File: src/rtl/id_ex_register_pkg.sv
// rtl/id_ex_register_pkg.sv - shared widths, control-word layout and ALU encodings for the ID/EX register
package id_ex_register_pkg;

    localparam int XLEN      = 32;
    localparam int REG_IDX_W = 5;
    localparam int ALU_OP_W  = 4;
    localparam int CTRL_W    = 8;

    // Control-word bit positions; bit 7 marks an injected bubble
    localparam int CTRL_REG_WRITE  = 0;
    localparam int CTRL_MEM_READ   = 1;
    localparam int CTRL_MEM_WRITE  = 2;
    localparam int CTRL_BRANCH     = 3;
    localparam int CTRL_JUMP       = 4;
    localparam int CTRL_ALU_SRC    = 5;
    localparam int CTRL_MEM_TO_REG = 6;
    localparam int CTRL_BUBBLE     = 7;

    typedef enum logic [ALU_OP_W-1:0] {
        ALU_ADD  = 4'h0,
        ALU_SUB  = 4'h1,
        ALU_AND  = 4'h2,
        ALU_OR   = 4'h3,
        ALU_XOR  = 4'h4,
        ALU_SLL  = 4'h5,
        ALU_SRL  = 4'h6,
        ALU_SRA  = 4'h7,
        ALU_SLT  = 4'h8,
        ALU_SLTU = 4'h9
    } alu_op_e;

    typedef enum logic {
        OCC_EMPTY = 1'b0,
        OCC_FULL  = 1'b1
    } occ_state_e;

endpackage

File: src/rtl/id_ex_register_sat_counter.sv
// rtl/id_ex_register_sat_counter.sv - saturating event counter with synchronous active-low reset
module sat_counter #(
    parameter int W = 16
) (
    input  logic         clk,
    input  logic         rst_n,
    input  logic         inc,
    output logic [W-1:0] count
);

    always_ff @(posedge clk) begin
        if (!rst_n) begin
            count <= '0;
        end else if (inc && (count != {W{1'b1}})) begin
            count <= count + {{(W-1){1'b0}}, 1'b1};
        end
    end

endmodule

File: src/rtl/id_ex_register.sv
// rtl/id_ex_register.sv - ID/EX pipeline register with hold/flush, occupancy FSM and bubble/flush counters
module id_ex_register
    import id_ex_register_pkg::*;
#(
    parameter int XLEN  = id_ex_register_pkg::XLEN,
    parameter int CNT_W = 16
) (
    input  logic                 clk,
    input  logic                 rst_n,
    input  logic                 hold,
    input  logic                 flush,
    input  logic                 i_valid,
    input  logic [ALU_OP_W-1:0]  i_alu_op,
    input  logic [CTRL_W-1:0]    i_control_unit_signal,
    input  logic [XLEN-1:0]      i_pc,
    input  logic [XLEN-1:0]      i_rs1_data,
    input  logic [XLEN-1:0]      i_rs2_data,
    input  logic [XLEN-1:0]      i_imm,
    input  logic [REG_IDX_W-1:0] i_rs1,
    input  logic [REG_IDX_W-1:0] i_rs2,
    input  logic [REG_IDX_W-1:0] i_rd,
    output logic [ALU_OP_W-1:0]  o_alu_op,
    output logic [CTRL_W-1:0]    o_control_unit_signal,
    output logic [XLEN-1:0]      o_pc,
    output logic [XLEN-1:0]      o_rs1_data,
    output logic [XLEN-1:0]      o_rs2_data,
    output logic [XLEN-1:0]      o_imm,
    output logic [REG_IDX_W-1:0] o_rs1,
    output logic [REG_IDX_W-1:0] o_rs2,
    output logic [REG_IDX_W-1:0] o_rd,
    output logic                 o_valid,
    output logic [CNT_W-1:0]     o_bubble_cnt,
    output logic [CNT_W-1:0]     o_flush_cnt
);

    occ_state_e state_q, state_d;
    logic       load_en;
    logic       valid_d;
    logic       bubble_inc;
    logic       flush_inc;

    always_comb begin
        state_d = state_q;
        load_en = 1'b0;
        valid_d = i_valid && (i_control_unit_signal != '0);
        if (flush) begin
            state_d = OCC_EMPTY;
        end else if (!hold) begin
            load_en = 1'b1;
            state_d = valid_d ? OCC_FULL : OCC_EMPTY;
        end
    end

    always_ff @(posedge clk) begin
        if (!rst_n) begin
            state_q <= OCC_EMPTY;
        end else begin
            state_q <= state_d;
        end
    end

    assign o_valid = (state_q == OCC_FULL);

    // Control word is zeroed whenever the slot is empty so EX never acts on a dead entry
    always_ff @(posedge clk) begin
        if (!rst_n) begin
            o_alu_op              <= '0;
            o_control_unit_signal <= '0;
            o_pc                  <= '0;
            o_rs1_data            <= '0;
            o_rs2_data            <= '0;
            o_imm                 <= '0;
            o_rs1                 <= '0;
            o_rs2                 <= '0;
            o_rd                  <= '0;
        end else if (flush) begin
            o_alu_op              <= '0;
            o_control_unit_signal <= '0;
        end else if (load_en) begin
            o_alu_op              <= i_alu_op;
            o_control_unit_signal <= valid_d ? i_control_unit_signal : '0;
            o_pc                  <= i_pc;
            o_rs1_data            <= i_rs1_data;
            o_rs2_data            <= i_rs2_data;
            o_imm                 <= i_imm;
            o_rs1                 <= i_rs1;
            o_rs2                 <= i_rs2;
            o_rd                  <= i_rd;
        end
    end

    assign bubble_inc = flush || (load_en && !valid_d);
    assign flush_inc  = flush && (state_q == OCC_FULL);

    sat_counter #(.W(CNT_W)) u_bubble_cnt (
        .clk   (clk),
        .rst_n (rst_n),
        .inc   (bubble_inc),
        .count (o_bubble_cnt)
    );

    sat_counter #(.W(CNT_W)) u_flush_cnt (
        .clk   (clk),
        .rst_n (rst_n),
        .inc   (flush_inc),
        .count (o_flush_cnt)
    );

endmodule
File: config.mk
export PLATFORM = sky130hd
export DESIGN_NAME = id_ex_register
export DESIGN_NICKNAME = d
export VERILOG_FILES = /design/src/rtl/id_ex_register_pkg.sv /design/src/rtl/id_ex_register_sat_counter.sv /design/src/rtl/id_ex_register.sv
export SDC_FILE = /design/constraint.sdc
export NUM_CORES = 1
export LEC_CHECK = 0
export BUFFER_PORTS_ARGS = -buffer_cell sky130_fd_sc_hd__buf_2
export CAP_MARGIN = 20
export CORE_MARGIN = 8
export CORE_UTILIZATION = 46
export CTS_CLUSTER_DIAMETER = 60
export CTS_CLUSTER_SIZE = 8
export DETAILED_ROUTE_END_ITERATION = 12
export GPL_ROUTABILITY_DRIVEN = 0
export HOLD_SLACK_MARGIN = 0.1
export PLACE_DENSITY = 0.91
export SLEW_MARGIN = 10
export SYNTH_ARGS = -nofsm -noshare
export SYNTH_HDL_FRONTEND = slang
export SYNTH_SLANG_ARGS = --single-unit
File: constraint.sdc
create_clock -name clk -period 2.1 [get_ports clk]
set_input_delay 0.21 -clock clk [delete_from_list [all_inputs] [get_ports clk]]
set_output_delay 0.21 -clock clk [all_outputs]
set_load 0.01 [all_outputs]
# Word-level counts from Yosys, hierarchy flattened
# Cells that the tools add are included.
[totals] register_bits=188 latchBits=0 ramBits=0 mem_bits_ro=0 output_inout_bits=188 wordCells=32 mem_count=0
[classes] n_addsub=2 multipliers=0 n_div=0 magnitude_cmp=0 eq_ne=2 n_shift=0 muxes=4 bitwise=2 reduce_logical=10
[ops] cell="adder 16 x 1 -> 16 bit, second input constant" n=2
[ops] cell="!= test 16 bit, second input constant" n=2
[ops] cell="2-to-1 mux 8 bit" n=1
[ops] cell="nonzero test 8 bit" n=1
[ops] cell="logical AND 1 bit" n=5
[ops] cell="2-to-1 mux 1 bit" n=3
[ops] cell="inverter 1 bit" n=2
[ops] cell="AND reduction 2 bit" n=1
[ops] cell="OR reduction 2 bit" n=1
[ops] cell="zero test 1 bit" n=1
[ops] cell="logical OR 1 bit" n=1

# Depth between registers and ports, before layout
[depth] depth_word=6 depth_mapped=7

# Cells and area by module
# From an unflattened synthesis, not the netlist that was laid out.
[hier_totals] hier_cells=873 area_unflattened_um2=7468.4
[modules_own_cells] module="id_ex_register" instances=1 cells_each=679 area_per_inst_um2=5794.3 seq_area_each_um2=3123.0
[modules_own_cells] module="sat_counter" instances=2 cells_each=97 area_per_inst_um2=837.1 seq_area_each_um2=320.3

# Worst setup path after synthesis
# Ideal clock, no wire load.
[synth_timing] kind="register to register" startpoint="reg u_bubble_cnt.count[0]" endpoint="reg u_bubble_cnt.count[6]" arrival_ns=1.908 setup_slack_ns=0.062 stages_incl_launch_ff=8 path_buffers=1 cell_sequence="dfxtp_1 > ha_1 > nand4_1 > or2_2 > nor3_1 > buf_2 > nor4b_1 > mux2i_1"
[synth_between] elab_chain_len=2 elab_cells_between_ends=3
[synth_rtl] element="start, declared" line_no="id_ex_register_sat_counter.sv:8" text="output logic [W-1:0] count"
[synth_rtl] element="start signal, assigned" line_no="id_ex_register_sat_counter.sv:15" text="count <= count + {{(W-1){1'b0}}, 1'b1};"
[synth_rtl] element="branches (longest 2 deep; another with adder 16 x 1 -> 16 bit)"
# Parallel ways; which one is timed is not known.
# A chain may end at the register's enable or synchronous reset.

# Worst setup path after layout
[layout_timing] startpoint="reg u_bubble_cnt.count[1]" endpoint="reg u_bubble_cnt.count[10]"
# The elaborated chain is that of the path after synthesis.

==> metrics <==
PortBufs 347; final cell area excluding filler cells 10990 um^2; Final Max Tran Viols 0; Mapped Cells 860; required time of the worst setup path 2.38 ns; Sink Count 188; Synthesis Warnings 0; crit-path max FO 16; vias per cell 5.467; final setup TNS 0 ns; Crit Reg-Reg Startpoint u_bubble_cnt.count[1]; top-level port count 348; WL/cell 18.76 um; hold_ws 0.1442 ns; crit path kind reg -> reg; Die Wd 138.6 um; status finished, final reports clean; worst min-delay path category in -> reg; slowest cell on the critical path dfxtp_1; clock share of power 0.417; largest net degree at the start of global routing 117; htree depth 4; hold_sp rst_n; Peak VDD IR 0.0005114 V; vias in the first global route 8526; hold depth 3; Lkg Pwr 4.990 nW; CTS root buffer clkbuf_16; Final Hold Vio Count 0; crit-path cells ha_1 > nand4_1 > or2_2 > nor3_1 > buf_4 > or4_1 > a21oi_1; Routed WL 28800 um; Worst Tran Pin Value 0.6252 ns; register bit total from synthesis 188; Detailed Place HPWL 16130 um; Main synth FF type dfxtp_1; Switch Pwr 0.002031 W; R2R Path End u_bubble_cnt.count[10]; std cell rows 45; fmax 0.5111 GHz; Synth Cell Area 6912 um^2; synth unique cells 42; CTS tree built; global-route wire length before repair 45000 um; grt ovf 0; max_slew headroom 0.5832; Max Cap Viol 0; period utilisation layout 0.9318; fill cell count 900; RSZ-0062 raised after global routing no; Seq pwr share 0.457; Post-synth EDFFs 0; layout cells sized above 1 0.3028; clk_lat worst skew 0.43 ns; P&R area growth vs syn 59.01%; Tmin final 1.957 ns; critical path capture point type flop; mean post-synth cell area 8.037 um^2; number of remaining DRC errors 0; Worst Hold End u_bubble_cnt.count[6]; Critical Path Start Type flop; Final setup viols 0; Arr. time, crit path 2.24 ns; PwrDens 752.5 nW/um^2; DR vias 8392; Initial Util 0.4632; chip height 138.6 um; final net count 1493; cell family with most CP delay simple AND/OR/NAND/NOR gates; Core ar. 14920 um^2; Int Pwr 0.006240 W; buffers plus inverters on the worst setup path 1; Reg clk slew, reported paths 0.07 ns; Clock Tree Buf Depth 2; initial antenna violation count 3; Slowest Stage Delay on Critical Path 0.39 ns; Mapped Nets 1022; DP Area 8836 um^2; async set-reset flop share out of synthesis 0; Initial DRT Pass Iterations 5; switch share 0.2456; sequential fraction of the synthesis area 0.5445; Global Route Usage Sum 0.2854; Layout Utilization 0.7366; Routed Antenna Nets 0; combinational group share of total power 0.126; CTS buffer count 17; 1st-iter DRT viols 658; Worst Reg-to-Reg Cells 7; FF-to-FF setup slack 0.14 ns; Die Area 19200 um^2; Worst Skew 0.006162 ns
-- synth_stat cells (9+ instances only) --
library cell | n | share of area
or4_1 | 9 | 0.0098
clkbuf_1 | 52 | 0.028
dfxtp_1 | 188 | 0.54
nor2_1 | 31 | 0.017
nand2_1 | 300 | 0.16
a21oi_1 | 164 | 0.12
nand4_1 | 15 | 0.014
and3_1 | 12 | 0.011
-- layout by cell type (no fill, tap or decap), drive strengths merged, types with 3 or more instances in the layout --
cell type    instances
a21oi              165
and3                12
and4                 3
buf                363
bufinv               4
clkbuf              19
clkinv               5
dfxtp              188
diode                3
dlygate4sd3        148
inv                  6
mux2i                7
nand2              300
nand2b               3
nand3                7
nand4               15
nor2                31
nor3                 7
o21ai                5
o31ai                7
or3                  4
or4                 10
xnor2                5
xor2                 7
-- through the flow --
step | setup slack (ns) | std cells | total power (W)
after floorplan | 0.06170 | 860 | 0.004214
after global placement | 0.07435 | 1349 | 0.004587
after detailed placement | 0.02812 | 1349 | 0.004610
after CTS | 0.03741 | 1529 | 0.008214
after global routing | 0.004504 | 1535 | 0.008542
final | 0.1433 | 1535 | 0.008271
-- worst max-delay path by stage --
stage	startpoint	endpoint	depth (start not counted)
after global placement	i_control_unit_signal[4]	u_bubble_cnt.count[15]	7
after detailed placement	i_control_unit_signal[4]	u_bubble_cnt.count[15]	7
after floorplan	u_bubble_cnt.count[0]	u_bubble_cnt.count[6]	7
final	u_bubble_cnt.count[1]	u_bubble_cnt.count[10]	7
after CTS	u_bubble_cnt.count[0]	u_bubble_cnt.count[15]	6
after global routing	u_bubble_cnt.count[1]	u_bubble_cnt.count[4]	7
-- power groups by stage --
| stage | combinational (W) | clock (W) | sequential, W |
|---|---|---|---|
| floorplan | 0.000301 | 0 | 0.00391 |
| global placement | 0.000748 | 0 | 0.00384 |
| detailed placement | 0.000763 | 0 | 0.00385 |
| CTS | 0.000986 | 0.00346 | 0.00377 |
| global route | 0.00111 | 0.00364 | 0.00379 |
| finish | 0.00104 | 0.00345 | 0.00378 |
-- what timing repair did --
item,CTS,global route
resized for setup,0,4
buffers inserted,0,3
endpoints found under the setup margin,0,14
endpoints found under the hold margin,148,0
hold buffers,148,0
-- cells by family (layout without fill, tap and decap cells) --
logic type	after synthesis	in the layout	synth area share
buffers and inverters	62	546	0.03530
AND/OR/NAND/NOR	402	402	0.2469
XOR/XNOR	12	12	0.01521
flip-flops	188	188	0.5445
multiplexers	7	7	0.01014
adder cells (fa/ha/maj)	2	2	0.003620
AO/OA/AOI/OAI	187	187	0.1443
other	0	3	0
-- layout make-up --
cell class | instances | area [um^2] | area share
Clock inverter | 13 | 186.4 | 0.01696
Timing Repair Buffer | 511 | 3413 | 0.3106
Antenna cell | 3 | 7.507 | 0.0006831
Inverter | 3 | 13.76 | 0.001252
Clock buffer | 19 | 442.9 | 0.04030
Tap cell | 188 | 235.2 | 0.02140
Multi-Input combinational cell | 610 | 2927 | 0.2663
Sequential cell | 188 | 3765 | 0.3426
-- worst register-to-register path, delay by kind of cell, from the launching register on --
kind	cells	cell delay (ns)
compound gates	1	0.06
simple gates	4	0.92
buf+inv	1	0.23
fa+ha+maj	1	0.21
flops	1	0.39
-- per-layer routing --
| layer | wire length, um | global-route usage | vias up |
|---|---|---|---|
| li1 | - | - | 3818 |
| met1 | 9845 | 0.2997 | 3874 |
| met2 | 14490 | 0.4949 | 568 |
| met3 | 2782 | 0.08288 | 132 |
| met4 | 1683 | 0.1762 | 0 |
| met5 | 0 | 0 | - |
-- sequential cells by signal (all words and copies together), names as in the netlist --
name and flops:
o_alu_op 4, o_valid 1, o_rs2_data 32, o_rs2 5, o_control_unit_signal 8, o_imm 32
o_rs1 5, o_rs1_data 32, o_rd 5, o_pc 32, u_bubble_cnt.count 16, u_flush_cnt.count 16
No activity file was read; power rests on OpenSTA's default activity.
